## config.mk

```make
export PLATFORM = sky130hd
export DESIGN_NAME = vector_out_collect_flat
export DESIGN_NICKNAME = d
export VERILOG_FILES = /design/src/rtl/vector_out_collect_if.sv /design/src/rtl/vector_out_collect.sv /design/src/flat_wrapper.sv
export SDC_FILE = /design/constraint.sdc
export NUM_CORES = 1
export LEC_CHECK = 0
export ABC_CLOCK_PERIOD_IN_PS = 2300
export BUFFER_PORTS_ARGS = -buffer_cell sky130_fd_sc_hd__buf_2
export CORE_ASPECT_RATIO = 1.25
export CORE_MARGIN = 3
export CORE_UTILIZATION = 45
export DETAILED_ROUTE_END_ITERATION = 12
export HOLD_SLACK_MARGIN = 0.08
export PLACE_DENSITY = 0.81
export REMOVE_ABC_BUFFERS = 1
export SLEW_MARGIN = 20
export SYNTH_ARGS = -nofsm -noshare
export SYNTH_HDL_FRONTEND = slang
export SYNTH_SLANG_ARGS = --single-unit
```

## constraint.sdc

```tcl
create_clock -name clk -period 2.3 [get_ports clk]
set_clock_uncertainty 0.15 [all_clocks]
set_input_delay 0 -clock clk [delete_from_list [all_inputs] [get_ports clk]]
set_output_delay 0 -clock clk [all_outputs]
set_load 0.01 [all_outputs]
```

## src/rtl/vector_out_collect_if.sv

```systemverilog
// Handshake bundle between the systolic-array drain, the vector collector and the tile consumer.
// The master side is the producer/consumer pair; the slave side is the collector.
interface vector_out_collect_if #(
    parameter int DIM   = 4,
    parameter int WIDTH = 8
);
    localparam int IDX_W = $clog2(DIM + 1);

    logic                                  vec_valid;
    logic [DIM-1:0][WIDTH-1:0]             vec_in;
    logic                                  vec_ready;
    logic [IDX_W-1:0]                      index;
    logic [DIM-1:0][DIM-1:0][WIDTH-1:0]    out;
    logic                                  out_valid;
    logic                                  out_ready;

    modport master (
        output vec_valid,
        output vec_in,
        output out_ready,
        input  vec_ready,
        input  index,
        input  out,
        input  out_valid
    );

    modport slave (
        input  vec_valid,
        input  vec_in,
        input  out_ready,
        output vec_ready,
        output index,
        output out,
        output out_valid
    );
endinterface

```

## src/rtl/vector_out_collect.sv

```systemverilog
// Collects DIM result vectors into a DIM x DIM tile (row- or column-wise) and hands the
// completed tile to the consumer over a valid/ready handshake.
module vector_out_collect #(
    parameter int DIM   = 4,
    parameter int WIDTH = 8,
    parameter bit ROW   = 1'b1
) (
    input  logic                 clk,
    input  logic                 reset_n,
    input  logic                 clear,
    vector_out_collect_if.slave  bus
);
    localparam int IDX_W = $clog2(DIM + 1);
    localparam logic [IDX_W-1:0] LAST_IDX = IDX_W'(DIM - 1);

    typedef enum logic [0:0] {
        COLLECT = 1'b0,
        FULL    = 1'b1
    } state_t;

    state_t           state_reg;
    state_t           state_next;
    logic [IDX_W-1:0] index_reg;
    logic [IDX_W-1:0] index_next;
    logic             beat_accept;

    always_ff @(posedge clk or negedge reset_n) begin
        if (!reset_n) begin
            state_reg <= COLLECT;
            index_reg <= '0;
        end else begin
            state_reg <= state_next;
            index_reg <= index_next;
        end
    end

    // clear outranks both the beat write and the consumer handshake
    always_comb begin
        state_next  = state_reg;
        index_next  = index_reg;
        beat_accept = 1'b0;
        if (clear) begin
            state_next = COLLECT;
            index_next = '0;
        end else begin
            unique case (state_reg)
                COLLECT: begin
                    if (bus.vec_valid) begin
                        beat_accept = 1'b1;
                        index_next  = index_reg + 1'b1;
                        if (index_reg == LAST_IDX) begin
                            state_next = FULL;
                        end
                    end
                end
                FULL: begin
                    if (bus.out_ready) begin
                        state_next = COLLECT;
                        index_next = '0;
                    end
                end
                default: begin
                    state_next = COLLECT;
                    index_next = '0;
                end
            endcase
        end
    end

    // Handshake outputs come from state alone, never from the incoming valid/ready.
    assign bus.vec_ready = (state_reg == COLLECT);
    assign bus.out_valid = (state_reg == FULL);
    assign bus.index     = index_reg;

    // One register per matrix element; its write strobe is the beat number that targets it.
    genvar gi, gj;
    generate
        for (gi = 0; gi < DIM; gi++) begin : g_row
            for (gj = 0; gj < DIM; gj++) begin : g_col
                logic             write_sel;
                logic [WIDTH-1:0] elem_next;
                logic [WIDTH-1:0] elem_reg;

                if (ROW) begin : g_row_mode
                    assign write_sel = (index_reg == IDX_W'(gi));
                    assign elem_next = bus.vec_in[gj];
                end else begin : g_col_mode
                    assign write_sel = (index_reg == IDX_W'(gj));
                    assign elem_next = bus.vec_in[gi];
                end

                always_ff @(posedge clk or negedge reset_n) begin
                    if (!reset_n) begin
                        elem_reg <= '0;
                    end else if (clear) begin
                        elem_reg <= '0;
                    end else if (beat_accept && write_sel) begin
                        elem_reg <= elem_next;
                    end
                end

                assign bus.out[gi][gj] = elem_reg;
            end
        end
    endgenerate
endmodule

```

## src/flat_wrapper.sv

```systemverilog
// flat-port wrapper written by rule: the top's interface ports become plain ports
module vector_out_collect_flat 
#(
    parameter int DIM   = 4,
    parameter int WIDTH = 8,
    parameter bit ROW   = 1'b1
)
  (clk, reset_n, clear, bus_vec_valid, bus_vec_in, bus_out_ready, bus_vec_ready, bus_index, bus_out, bus_out_valid);
  vector_out_collect_if #(.DIM(DIM), .WIDTH(WIDTH)) bus_i ();
  input  logic clk;
  input  logic reset_n;
  input  logic clear;
  input wire logic [$bits(bus_i.vec_valid)-1:0] bus_vec_valid;
  input wire logic [$bits(bus_i.vec_in)-1:0] bus_vec_in;
  input wire logic [$bits(bus_i.out_ready)-1:0] bus_out_ready;
  output wire logic [$bits(bus_i.vec_ready)-1:0] bus_vec_ready;
  output wire logic [$bits(bus_i.index)-1:0] bus_index;
  output wire logic [$bits(bus_i.out)-1:0] bus_out;
  output wire logic [$bits(bus_i.out_valid)-1:0] bus_out_valid;
  assign bus_i.vec_valid = bus_vec_valid;
  assign bus_i.vec_in = bus_vec_in;
  assign bus_i.out_ready = bus_out_ready;
  assign bus_vec_ready = bus_i.vec_ready;
  assign bus_index = bus_i.index;
  assign bus_out = bus_i.out;
  assign bus_out_valid = bus_i.out_valid;
  vector_out_collect #(.DIM(DIM), .WIDTH(WIDTH), .ROW(ROW)) u_core (.clk(clk), .reset_n(reset_n), .clear(clear), .bus(bus_i));
endmodule
```

# After elaboration in Yosys (flattened, before gate mapping)
# Cells that the tools add are included.
dict set report totals {
  ff_bits 132
  out_inout_bits 133
  input_bits 37
}
dict set report op_classes {
  add_sub_neg 1
  reduce_logical 10
  n_eq_ne 5
  n_bitwise 1
  mux 44
}
# operator count
set op_table {}
lappend op_table {{$mux 8} 32}
lappend op_table {{$mux 3} 3}
lappend op_table {{$reduce_bool 2->1} 4}
lappend op_table {{$mux 1} 7}
lappend op_table {{$eq 3x2->1 const B} 2}
lappend op_table {{$ne 3x3->1 const B} 2}
lappend op_table {{$pmux 3 s2} 1}
lappend op_table {{$logic_and 1x1->1} 4}
lappend op_table {{$add 3x1->3 const B} 1}
lappend op_table {{$eq 3x1->1 const B} 1}
lappend op_table {{$logic_not 3->1} 1}
lappend op_table {{$pmux 1 s2} 1}
lappend op_table {{$reduce_and 2->1} 1}
lappend op_table {{$not 1->1} 1}

# Depth between registers and ports, before layout
# Gate-level depths: netlist of run 1.
dict set report logic_depth {
  word_depth 6
  mapped_depth 7
  ltp_nobuf 5
}

# Worst setup path after synthesis of run 1
# Ideal clock, no wire load.
dict set report synth_path {
  path_kind {register to register}
  startpoint {register u_core.state_reg (netlist: u_core.bus.out_valid)}
  endpoint {register u_core.g_row[1].g_col[0].elem_reg[1]}
  period_less_slack_ns 1.889
  setup_ns 0.136
  setup_slack_ns 0.411
  path_stages_with_launch 8
  arrival_time_ns 1.603
  n_path_buf 4
  required_time_ns 2.014
  path_cell_list {dfrtp_1 -> buf_2 -> or4b_4 -> buf_6 -> buf_6 -> buf_6 -> o21ai_1 -> a21oi_1}
}
dict set report synth_via {
  elab_chain_cells 4
}
# item line
set synth_rtl {}
lappend synth_rtl {{start: declaration} vector_out_collect.sv:21} ;# state_t state_reg;
lappend synth_rtl {{start signal: assignment} vector_out_collect.sv:32} ;# state_reg <= state_next;
lappend synth_rtl {{$mux 1} vector_out_collect.sv:46} ;# unique case (state_reg)
lappend synth_rtl {{$mux 1} vector_out_collect.sv:42} ;# if (clear) begin
lappend synth_rtl {{$logic_and 1x1->1} vector_out_collect.sv:97} ;# end else if (beat_accept && write_sel) begin
lappend synth_rtl {{$reduce_bool 2->1 (no source line)} n/a}
lappend synth_rtl {{end signal: assignment} vector_out_collect.sv:98} ;# elem_reg <= elem_next;
lappend synth_rtl {{end: declaration} vector_out_collect.sv:82} ;# logic [WIDTH-1:0] elem_reg;
# No other way between the ends.
# A chain may end at the register's enable or synchronous reset.

# Final worst setup path of run 1
dict set report layout_path {
  startpoint {register u_core.index_reg[2] (netlist: u_core.bus.index[2])}
  endpoint {register u_core.g_row[1].g_col[3].elem_reg[1]}
}
dict set report layout_via {
  elab_chain_cells 3
}
# item line
set layout_rtl {}
lappend layout_rtl {{start: declaration} vector_out_collect.sv:23} ;# logic [IDX_W-1:0] index_reg;
lappend layout_rtl {{start signal: assignment} vector_out_collect.sv:33} ;# index_reg <= index_next;
lappend layout_rtl {{$eq 3x1->1} vector_out_collect.sv:85} ;# assign write_sel = (index_reg == IDX_W'(gi));
lappend layout_rtl {{$logic_and 1x1->1} vector_out_collect.sv:97}
lappend layout_rtl {{$reduce_bool 2->1 (no source line)} n/a}
lappend layout_rtl {{end signal: assignment} vector_out_collect.sv:98}
lappend layout_rtl {{end: declaration} vector_out_collect.sv:82}
# No other way between the ends.

==> summary.log, run 1 <==
INFO  status         outcome=completed
INFO  route          avgRoutedWirePerCell=17.5µm
INFO  cts            hold_bufs_inserted_after_cts=37
INFO  cts            clkLatencyLatePin=0.40ns
INFO  sta            final_hold_viol_count=0
INFO  critical_path  startpoint_type=flip-flop
INFO  logic_synthesis yosys_warnings=0
INFO  power          net_switching_fraction_of_the_power=25.6%
INFO  logic_synthesis syn-instance-count=610
INFO  logic_synthesis netlist-cell-type-count=23
INFO  global_route   grt_antenna_before_repair=0
INFO  sta            timing_max_transition_violations_final=0
INFO  cells_and_area instances_no_fill=966
INFO  cts            cts-root-to-sink-buffers=2
INFO  place          gp_congestion=0.765
INFO  power          power_frac_seq=43.9%
INFO  job            max_cap_viol_count=0
INFO  floorplanning  fp.coreArea=0.0122mm²
INFO  cts            postCtsResizedCells=0
INFO  global_route   overflow=0
INFO  global_route   grt_start_max_net_pins=76
INFO  logic_synthesis synth-seq-cells=132
INFO  sta            layout_worst_path_cycle_share=91.7%
INFO  route          drt-total-wl=16.9mm
INFO  cts            cts_buffers=17
INFO  cells_and_area drive_above_1_share=28.1%
INFO  global_route   gr-usage-all-layers=24.0%
INFO  cells_and_area largest_register_ffs=128
INFO  power          power.combinational.fraction=11.5%
INFO  place          io_buffer_count=169
INFO  place          place_hpwl=10.4mm
INFO  sta            min_tclk_post_route=2.11ns
INFO  cts            ctsHtreeMaxLevel=4
INFO  cts            postCtsSetupBuffers=0
INFO  route          drt_drc_violations_left=0
INFO  sta            max-slew-margin-rel=47.1%
INFO  logic_synthesis syn_area=0.00568mm²
INFO  power          static_leak=3.61nW
INFO  power          switching_power=0.00141W
INFO  global_route   vias_in_the_first_global_route=5371
INFO  cts            cts_sinks=132
INFO  cells_and_area design.final.nets=831
INFO  floorplanning  die_width=106µm
INFO  worst_hold_path hold_class=input pin to asynchronous set/reset pin
INFO  power          power_report.internal_total=0.00409W
INFO  critical_path  worst-endpoint-arrival=2.20ns
INFO  cts            root_buffer=sky130_fd_sc_hd__clkbuf_16
INFO  floorplanning  dieHeight=132µm
INFO  sta            hold-worst-slack=0.154ns
INFO  critical_path  reg2reg_setup_slack=0.19ns
INFO  route          detail_route.iter0.violations=344
INFO  cts            cts.reportedPaths.clkPinSlew=0.06ns
INFO  cells_and_area final_cell_mix=167 x sky130_fd_sc_hd__buf_2, 132 x sky130_fd_sc_hd__dfrtp_1, 130 x sky130_fd_sc_hd__a21oi_1
INFO  critical_path  ff2ff_path_depth=4
INFO  power          clock_power_share=44.6%
INFO  sta            timing_worst_slew_pin_value=0.794ns
INFO  sta            finalSetupViolCount=0
INFO  logic_synthesis post_synth.cell_area_avg=9.31µm²
INFO  floorplanning  floorplan.rows=45
INFO  critical_path  critical_path_class=flip-flop to flip-flop
INFO  power          vdd_drop_max=0.453mV
INFO  route          drt-vias-per-instance=5.56
INFO  floorplanning  floorplan.die_area=0.0140mm²
INFO  place          place.detailed.instances=897
INFO  sta            maximum_clock_rate=0.474GHz
INFO  sta            setup_repair_after_global_routing_missed_its_margin=no
INFO  power          cellPowerDensity=730mW/mm²
INFO  critical_path  crit_path_max_fanout=61
INFO  critical_path  setup.worst_path.end_class=flip-flop
INFO  route          vias=5375
INFO  cells_and_area antenna-diode-count=0
INFO  cts            tritoncts=built
INFO  critical_path  critical_path.reg2reg.endpoint=u_core.g_row[1].g_col[3].elem_reg[1]
INFO  floorplanning  floorplan.initialDensity=46.5%
INFO  route          detail-route-antenna-nets=0
INFO  sta            setup_total_negative_slack=0ns
INFO  critical_path  worstPathRequired=2.40ns
INFO  global_route   grt_first_pass_wirelength=27.3mm
INFO  critical_path  critical_path.reg2reg.startpoint=u_core.bus.index[2]
INFO  route          detailedRoute.firstPassIterationCount=5
INFO  cells_and_area layout-area-overhead-vs-synth=32.8%
INFO  logic_synthesis yosysSeqAreaShare=58.2%
INFO  floorplanning  pin_count=170
INFO  cells_and_area most_common_library_cell_in_the_layout_ignoring_fill_and_taps=sky130_fd_sc_hd__buf_2
[critical path, stage by stage (launching register included)]
cell and delay, ns:
sky130_fd_sc_hd__dfrtp_1 0.47, sky130_fd_sc_hd__or4b_4 0.57, sky130_fd_sc_hd__buf_4 0.31, sky130_fd_sc_hd__o21ai_0 0.30, sky130_fd_sc_hd__a21oi_1 0.12
[synth_stat cells]
cell / instances / area, µm²
sky130_fd_sc_hd__xor2_1: 1 / 8.76
sky130_fd_sc_hd__o21ai_1: 41 / 205
sky130_fd_sc_hd__dfrtp_1: 132 / 3300
sky130_fd_sc_hd__buf_2: 9 / 45.0
sky130_fd_sc_hd__or2_2: 1 / 6.26
sky130_fd_sc_hd__o21ai_0: 56 / 280
sky130_fd_sc_hd__buf_1: 4 / 15.0
sky130_fd_sc_hd__buf_6: 7 / 78.8
sky130_fd_sc_hd__nor3b_1: 1 / 7.51
sky130_fd_sc_hd__nand2b_1: 1 / 6.26
sky130_fd_sc_hd__a21oi_1: 130 / 651
sky130_fd_sc_hd__or4b_4: 1 / 13.8
sky130_fd_sc_hd__inv_1: 7 / 26.3
sky130_fd_sc_hd__nand3_1: 96 / 480
sky130_fd_sc_hd__nor2_1: 2 / 7.51
sky130_fd_sc_hd__mux2i_1: 1 / 10.0
sky130_fd_sc_hd__clkbuf_1: 46 / 173
sky130_fd_sc_hd__nor4bb_1: 1 / 10.0
sky130_fd_sc_hd__nand4bb_1: 1 / 11.3
sky130_fd_sc_hd__a32oi_1: 1 / 8.76
sky130_fd_sc_hd__ha_1: 5 / 62.6
sky130_fd_sc_hd__nand2_1: 65 / 244
sky130_fd_sc_hd__nor4b_4: 1 / 23.8
[cells by family (layout without fill, tap and decap cells)]
logic type      Yosys count  after routing  synth area share (%)
compound gates          228            228                  20.2
xor+xnor                  1              1                 0.154
fa+ha+maj                 5              5                  1.10
buf+inv                  73            265                  5.95
flops                   132            132                  58.2
mux                       1              1                 0.176
simple gates            170            170                  14.3
[final cells by class]
class | count | area, µm²
fill | 1037 | 4680
sequential | 132 | 3300
multi-input combinational | 405 | 2060
timing repair buffer | 226 | 1400
clock buffer | 23 | 498
tap | 164 | 205
clock inverter | 9 | 52.6
inverter | 7 | 26.3
[worst max path at each step]
stage | start | end | cells after the start
after floorplan | u_core.bus.index[0] | u_core.g_row[3].g_col[0].elem_reg[0] | 5
after global routing | u_core.bus.index[0] | u_core.g_row[3].g_col[3].elem_reg[3] | 6
after CTS | u_core.bus.index[0] | u_core.g_row[3].g_col[3].elem_reg[6] | 6
after global placement | u_core.bus.index[0] | u_core.g_row[3].g_col[3].elem_reg[6] | 6
after detailed placement | u_core.bus.index[0] | u_core.g_row[3].g_col[1].elem_reg[3] | 6
final | u_core.bus.index[2] | u_core.g_row[1].g_col[3].elem_reg[1] | 4
[layer usage]
metal	global-route usage (%)	part of all wire [%]	wire, µm	vias up
met3	6.29	7.3	1230	22
li1	-	-	-	2483
met2	40.0	51	8610	252
met1	30.6	40	6760	2618
met4	7.60	1.5	260	0
met5	0	0	0	-
[stage by stage]
step	worst slack, ns	area [µm²]	utilization, %	total power [W]
floorplan	-1.23	5370	-	0.00268
global placement	0.216	6620	54.2	0.00303
detailed placement	0.214	6620	54.2	0.00304
CTS	0.196	7540	61.7	0.00556
global route	0.0814	7540	61.7	0.00573
finish	0.191	7540	61.7	0.00551
[power by group through the flow]
stage	Sequential, W	Clock [W]	Combinational [W]
final	0.00241	0.00246	0.000634
after global routing	0.00242	0.00261	0.000693
after CTS	0.00241	0.00251	0.000632
after detailed placement	0.00245	0	0.000584
after global placement	0.00245	0	0.000576
after floorplan	0.00248	0	0.000204
Note: power is estimated with default switching activity, not from simulation.
==> run 2: changes to the inputs <==
ABC_AREA = 1   (was unset)
PLACE_DENSITY = unset   (was 0.81)
PLACE_DENSITY_LB_ADDON = 0.15   (was unset)
==> run 2 against run 1 <==
Clock power is 17% higher. Flip-flop and latch count stayed put. Non-clock buffer count increased by 1. Largest power group unchanged. Sequential share of layout area down 1.6 points. Setup slack improved by 0.15 ns. Critical path type unchanged. Fmax grew 7.6%. Cell count is 7.8% higher. Utilization rose by 1.7 points. Largest cell class unchanged. Combinational power shrank 8.0%. Register-to-register slack gained 0.15 ns. Sequential power about the same. Highest routed layer unchanged.
==> summary.log, run 2 <==
INFO  floorplanning  floorplan.initialDensity=46.7% [+0.23 points]
INFO  power          vdd_drop_max=0.431mV [-4.9%]
INFO  logic_synthesis post_synth_top_flop=sky130_fd_sc_hd__dfrtp_1
INFO  cells_and_area fin_area=0.00782mm² [+3.7%]
INFO  logic_synthesis yosys-top-cells-area=sky130_fd_sc_hd__dfrtp_1 57%, sky130_fd_sc_hd__nand3_1 23%, sky130_fd_sc_hd__nand2_1 9.1%, sky130_fd_sc_hd__inv_1 2.7%, sky130_fd_sc_hd__buf_2 2.5%
INFO  route          drt_drc_violations_left=0 [unchanged]
INFO  power          power_report.internal_total=0.00447W [+9.2%]
INFO  power          power_frac_seq=41.1% [-2.8 points]
INFO  route          vias=5572 [+3.7%]
INFO  cells_and_area most_common_library_cell_in_the_layout_ignoring_fill_and_taps=sky130_fd_sc_hd__nand3_1
INFO  cells_and_area final_cell_mix=260 x sky130_fd_sc_hd__nand3_1, 168 x sky130_fd_sc_hd__buf_2, 140 x sky130_fd_sc_hd__nand2_1
INFO  critical_path  critical_path_class=flip-flop to flip-flop
INFO  place          io_buffer_count=169 [unchanged]
INFO  route          detailedRoute.firstPassIterationCount=6 [+1]
INFO  sta            hold-worst-slack=0.165ns [+0.0113 ns]
INFO  logic_synthesis netlist-cell-type-count=13 [-43%]
INFO  route          detail-route-antenna-nets=0 [unchanged]
INFO  cts            cts_buffers=17 [unchanged]
INFO  logic_synthesis share_of_yosys_cell_area_claimed_by_the_top_area_cell_type=57.4% [-0.81 points]
INFO  floorplanning  dieHeight=132µm [+0.67%]
INFO  logic_synthesis syn_area=0.00576mm² [+1.4%]
INFO  sta            finalSetupViolCount=0 [unchanged]
INFO  sta            max-slew-margin-rel=60.9% [+14 points]
INFO  logic_synthesis yosysSeqAreaShare=57.4% [-0.81 points]
INFO  floorplanning  pin_count=170 [unchanged]
INFO  critical_path  reg2reg_setup_slack=0.34ns [+0.15 ns]
INFO  critical_path  crit_path_max_fanout=11 [-82%]
INFO  critical_path  startpoint_type=flip-flop
INFO  sta            maximum_clock_rate=0.510GHz [+7.6%]
INFO  logic_synthesis synth-seq-cells=132 [unchanged]
INFO  logic_synthesis asr_flop_ratio_synth=100% [unchanged]
INFO  power          clock_power_share=48.9% [+4.3 points]
INFO  global_route   grt_antenna_before_repair=0 [unchanged]
INFO  cells_and_area antenna-diode-count=0 [unchanged]
INFO  worst_hold_path min_delay_worst_endpoint=u_core.g_row[3].g_col[2].elem_reg[7]
INFO  job            max_cap_viol_count=0 [unchanged]
INFO  global_route   grt_first_pass_wirelength=28.7mm [+5.3%]
INFO  logic_synthesis post_synth_most_frequent_cells=261 x sky130_fd_sc_hd__nand3_1, 140 x sky130_fd_sc_hd__nand2_1, 132 x sky130_fd_sc_hd__dfrtp_1, 41 x sky130_fd_sc_hd__inv_1, 35 x sky130_fd_sc_hd__nor2_1
INFO  power          power.combinational.fraction=9.9% [-1.6 points]
INFO  sta            layout_worst_path_cycle_share=85.2% [-6.5 points]
INFO  critical_path  critical_path.reg2reg.startpoint=u_core.bus.index[0]
INFO  cts            postCtsResizedCells=0 [unchanged]
INFO  critical_path  critical_path.reg2reg.endpoint=u_core.bus.out_valid
INFO  sta            minimum_setup_slack_in_the_final_design=0.341ns [+0.150 ns]
INFO  floorplanning  fp.coreArea=0.0123mm² [+0.92%]
INFO  global_route   vias_in_the_first_global_route=5339 [-0.60%]
INFO  global_route   overflow=0 [unchanged]
INFO  place          dp_worst_setup_slack=0.530ns [+0.316 ns]
INFO  floorplanning  floorplan.die_area=0.0142mm² [+1.3%]
INFO  place          placed_cell_area=0.00682mm² [+3.0%]
INFO  logic_synthesis synth_most_common_cell=sky130_fd_sc_hd__nand3_1
INFO  critical_path  ff2ff_path_depth=5 [+1]
INFO  place          place.detailed.instances=972 [+8.4%]
INFO  sta            setup_repair_after_global_routing_missed_its_margin=no
INFO  worst_hold_path hold_class=input pin to flip-flop
INFO  route          drt-total-wl=18.1mm [+7.6%]
INFO  cts            tritoncts=built
INFO  power          cellPowerDensity=751mW/mm² [+2.8%]
INFO  sta            min_tclk_post_route=1.96ns [-0.150 ns]
INFO  power          switching_power=0.00140W [-0.90%]
INFO  sta            timing_max_transition_violations_final=0 [unchanged]
INFO  cells_and_area layout-area-overhead-vs-synth=35.8%
INFO  route          detail_route.iter0.violations=309 [-10%]
INFO  global_route   grt_start_max_net_pins=68 [-11%]
INFO  logic_synthesis yosys_warnings=0 [unchanged]
INFO  status         outcome=completed
INFO  cells_and_area drive_above_1_share=25.9% [-2.2 points]
INFO  floorplanning  die_width=107µm [+0.66%]
INFO  critical_path  worst-endpoint-arrival=2.10ns [-0.10 ns]
INFO  place          place_hpwl=11.2mm [+7.8%]
INFO  cells_and_area utilization=63.4% [+1.7 points]
INFO  cts            clkLatencyLatePin=0.41ns [about the same]
INFO  logic_synthesis count_of_flip_flops_with_a_built_in_enable_after_synthesis=0 [unchanged]
INFO  cells_and_area design.final.nets=906 [+9.0%]
INFO  worst_hold_path hold_path_startpoint=clear
INFO  floorplanning  floorplan.rows=45 [unchanged]
INFO  place          gp_congestion=0.788 [+3.1%]
INFO  logic_synthesis synth_top_cell_by_area=sky130_fd_sc_hd__dfrtp_1
INFO  logic_synthesis syn-instance-count=675 [+11%]
INFO  sta            timing_worst_slew_pin_value=0.587ns [-0.207 ns]
INFO  cells_and_area largest_register_ffs=128 [unchanged]
INFO  logic_synthesis post_synth.cell_area_avg=8.53µm² [-8.4%]
INFO  sta            final_hold_viol_count=0 [unchanged]
INFO  cts            cts-root-to-sink-buffers=2 [unchanged]
INFO  cells_and_area multiInputGateArea=0.00208mm² [+1.0%]
INFO  route          drt-vias-per-instance=5.35 [-3.8%]
INFO  global_route   gr-usage-all-layers=25.9% [+1.9 points]
INFO  route          avgRoutedWirePerCell=17.4µm [-0.20%]
INFO  power          net_switching_fraction_of_the_power=23.8% [-1.8 points]
INFO  worst_hold_path worstHoldPathCells=4
INFO  cells_and_area instances_no_fill=1041 [+7.8%]
INFO  power          static_leak=4.70nW [+30%]
INFO  cts            root_buffer=sky130_fd_sc_hd__clkbuf_16
INFO  cts            cts.reportedPaths.clkPinSlew=0.06ns [about the same]
INFO  cells_and_area nFillCells=1079 [+4.1%]
INFO  cells_and_area seq_area=0.00330mm² [unchanged]
INFO  critical_path  setup.worst_path.end_class=flip-flop
INFO  cts            cts_sinks=132 [unchanged]
INFO  cts            ctsHtreeMaxLevel=4 [unchanged]
INFO  critical_path  worstPathRequired=2.44ns [+0.04 ns]
run 2: worst max path at each step:
stage	startpoint	endpoint	slack, ns	cells past startpoint
2_1_floorplan	u_core.bus.out_valid	u_core.g_row[0].g_col[0].elem_reg[0]	-1.15	5
3_3_place_gp	u_core.bus.index[0]	u_core.g_row[2].g_col[1].elem_reg[6]	0.62	8
3_5_place_dp	u_core.bus.index[0]	u_core.g_row[2].g_col[2].elem_reg[3]	0.53	8
4_1_cts	u_core.bus.index[0]	u_core.bus.out_valid	0.35	5
5_1_grt	u_core.bus.index[2]	u_core.bus.out_valid	0.23	5
6_report	u_core.bus.index[0]	u_core.bus.out_valid	0.34	5
run 2: final cells by class:
cell class	count	share of cell area [%]
well taps	164	2.62
flip-flops and latches	132	42.2
clock inverters	8	1.89
multi-input cells	444	26.6
repair buffers	227	18.5
inverters	42	2.05
clock buffers	24	6.16
run 2: metrics by stage:
stage                     TNS [ns]  power [W]
after detailed placement         0    0.00299
after global placement           0    0.00298
after global routing             0    0.00608
final                            0    0.00587
after CTS                        0    0.00591
after floorplan            -150.97    0.00268
run 2: repair_timing:
item,CTS,global route
buffers inserted,0,0
endpoints found under the hold margin,264,0
hold buffers,37,0
run 2: kinds of logic (layout without fill, tap and decap cells):
| kind of cell | count (synthesis) | in the layout | share of synthesized area (%) |
|---|---|---|---|
| simple gates | 438 | 438 | 34.3 |
| flops | 132 | 132 | 57.4 |
| buf+inv | 99 | 301 | 7.15 |
| fa+ha+maj | 5 | 5 | 1.09 |
| compound gates | 1 | 1 | 0.0868 |
run 2: critical path, stage by stage (launching register included):
cell	delay, ns
sky130_fd_sc_hd__dfrtp_1	0.43
sky130_fd_sc_hd__ha_1	0.23
sky130_fd_sc_hd__ha_2	0.18
sky130_fd_sc_hd__nand3_2	0.20
sky130_fd_sc_hd__nand2_1	0.08
sky130_fd_sc_hd__dlygate4sd3_1	0.56
run 2: metal layers:
layer	track usage, %	vias up	wire, µm
met3	6.20	20	1310
met4	6.61	0	246
met5	0	-	0
li1	-	2602	-
met1	34.0	2734	7280
met2	43.2	216	9290
run 2: power by group through the flow:
stage               sequential (W)  combinational (W)  clock, W
finish                     0.00241           0.000583   0.00287
global route               0.00242           0.000640   0.00302
CTS                        0.00241           0.000588   0.00291
detailed placement         0.00245           0.000537         0
global placement           0.00245           0.000531         0
floorplan                  0.00248           0.000206         0
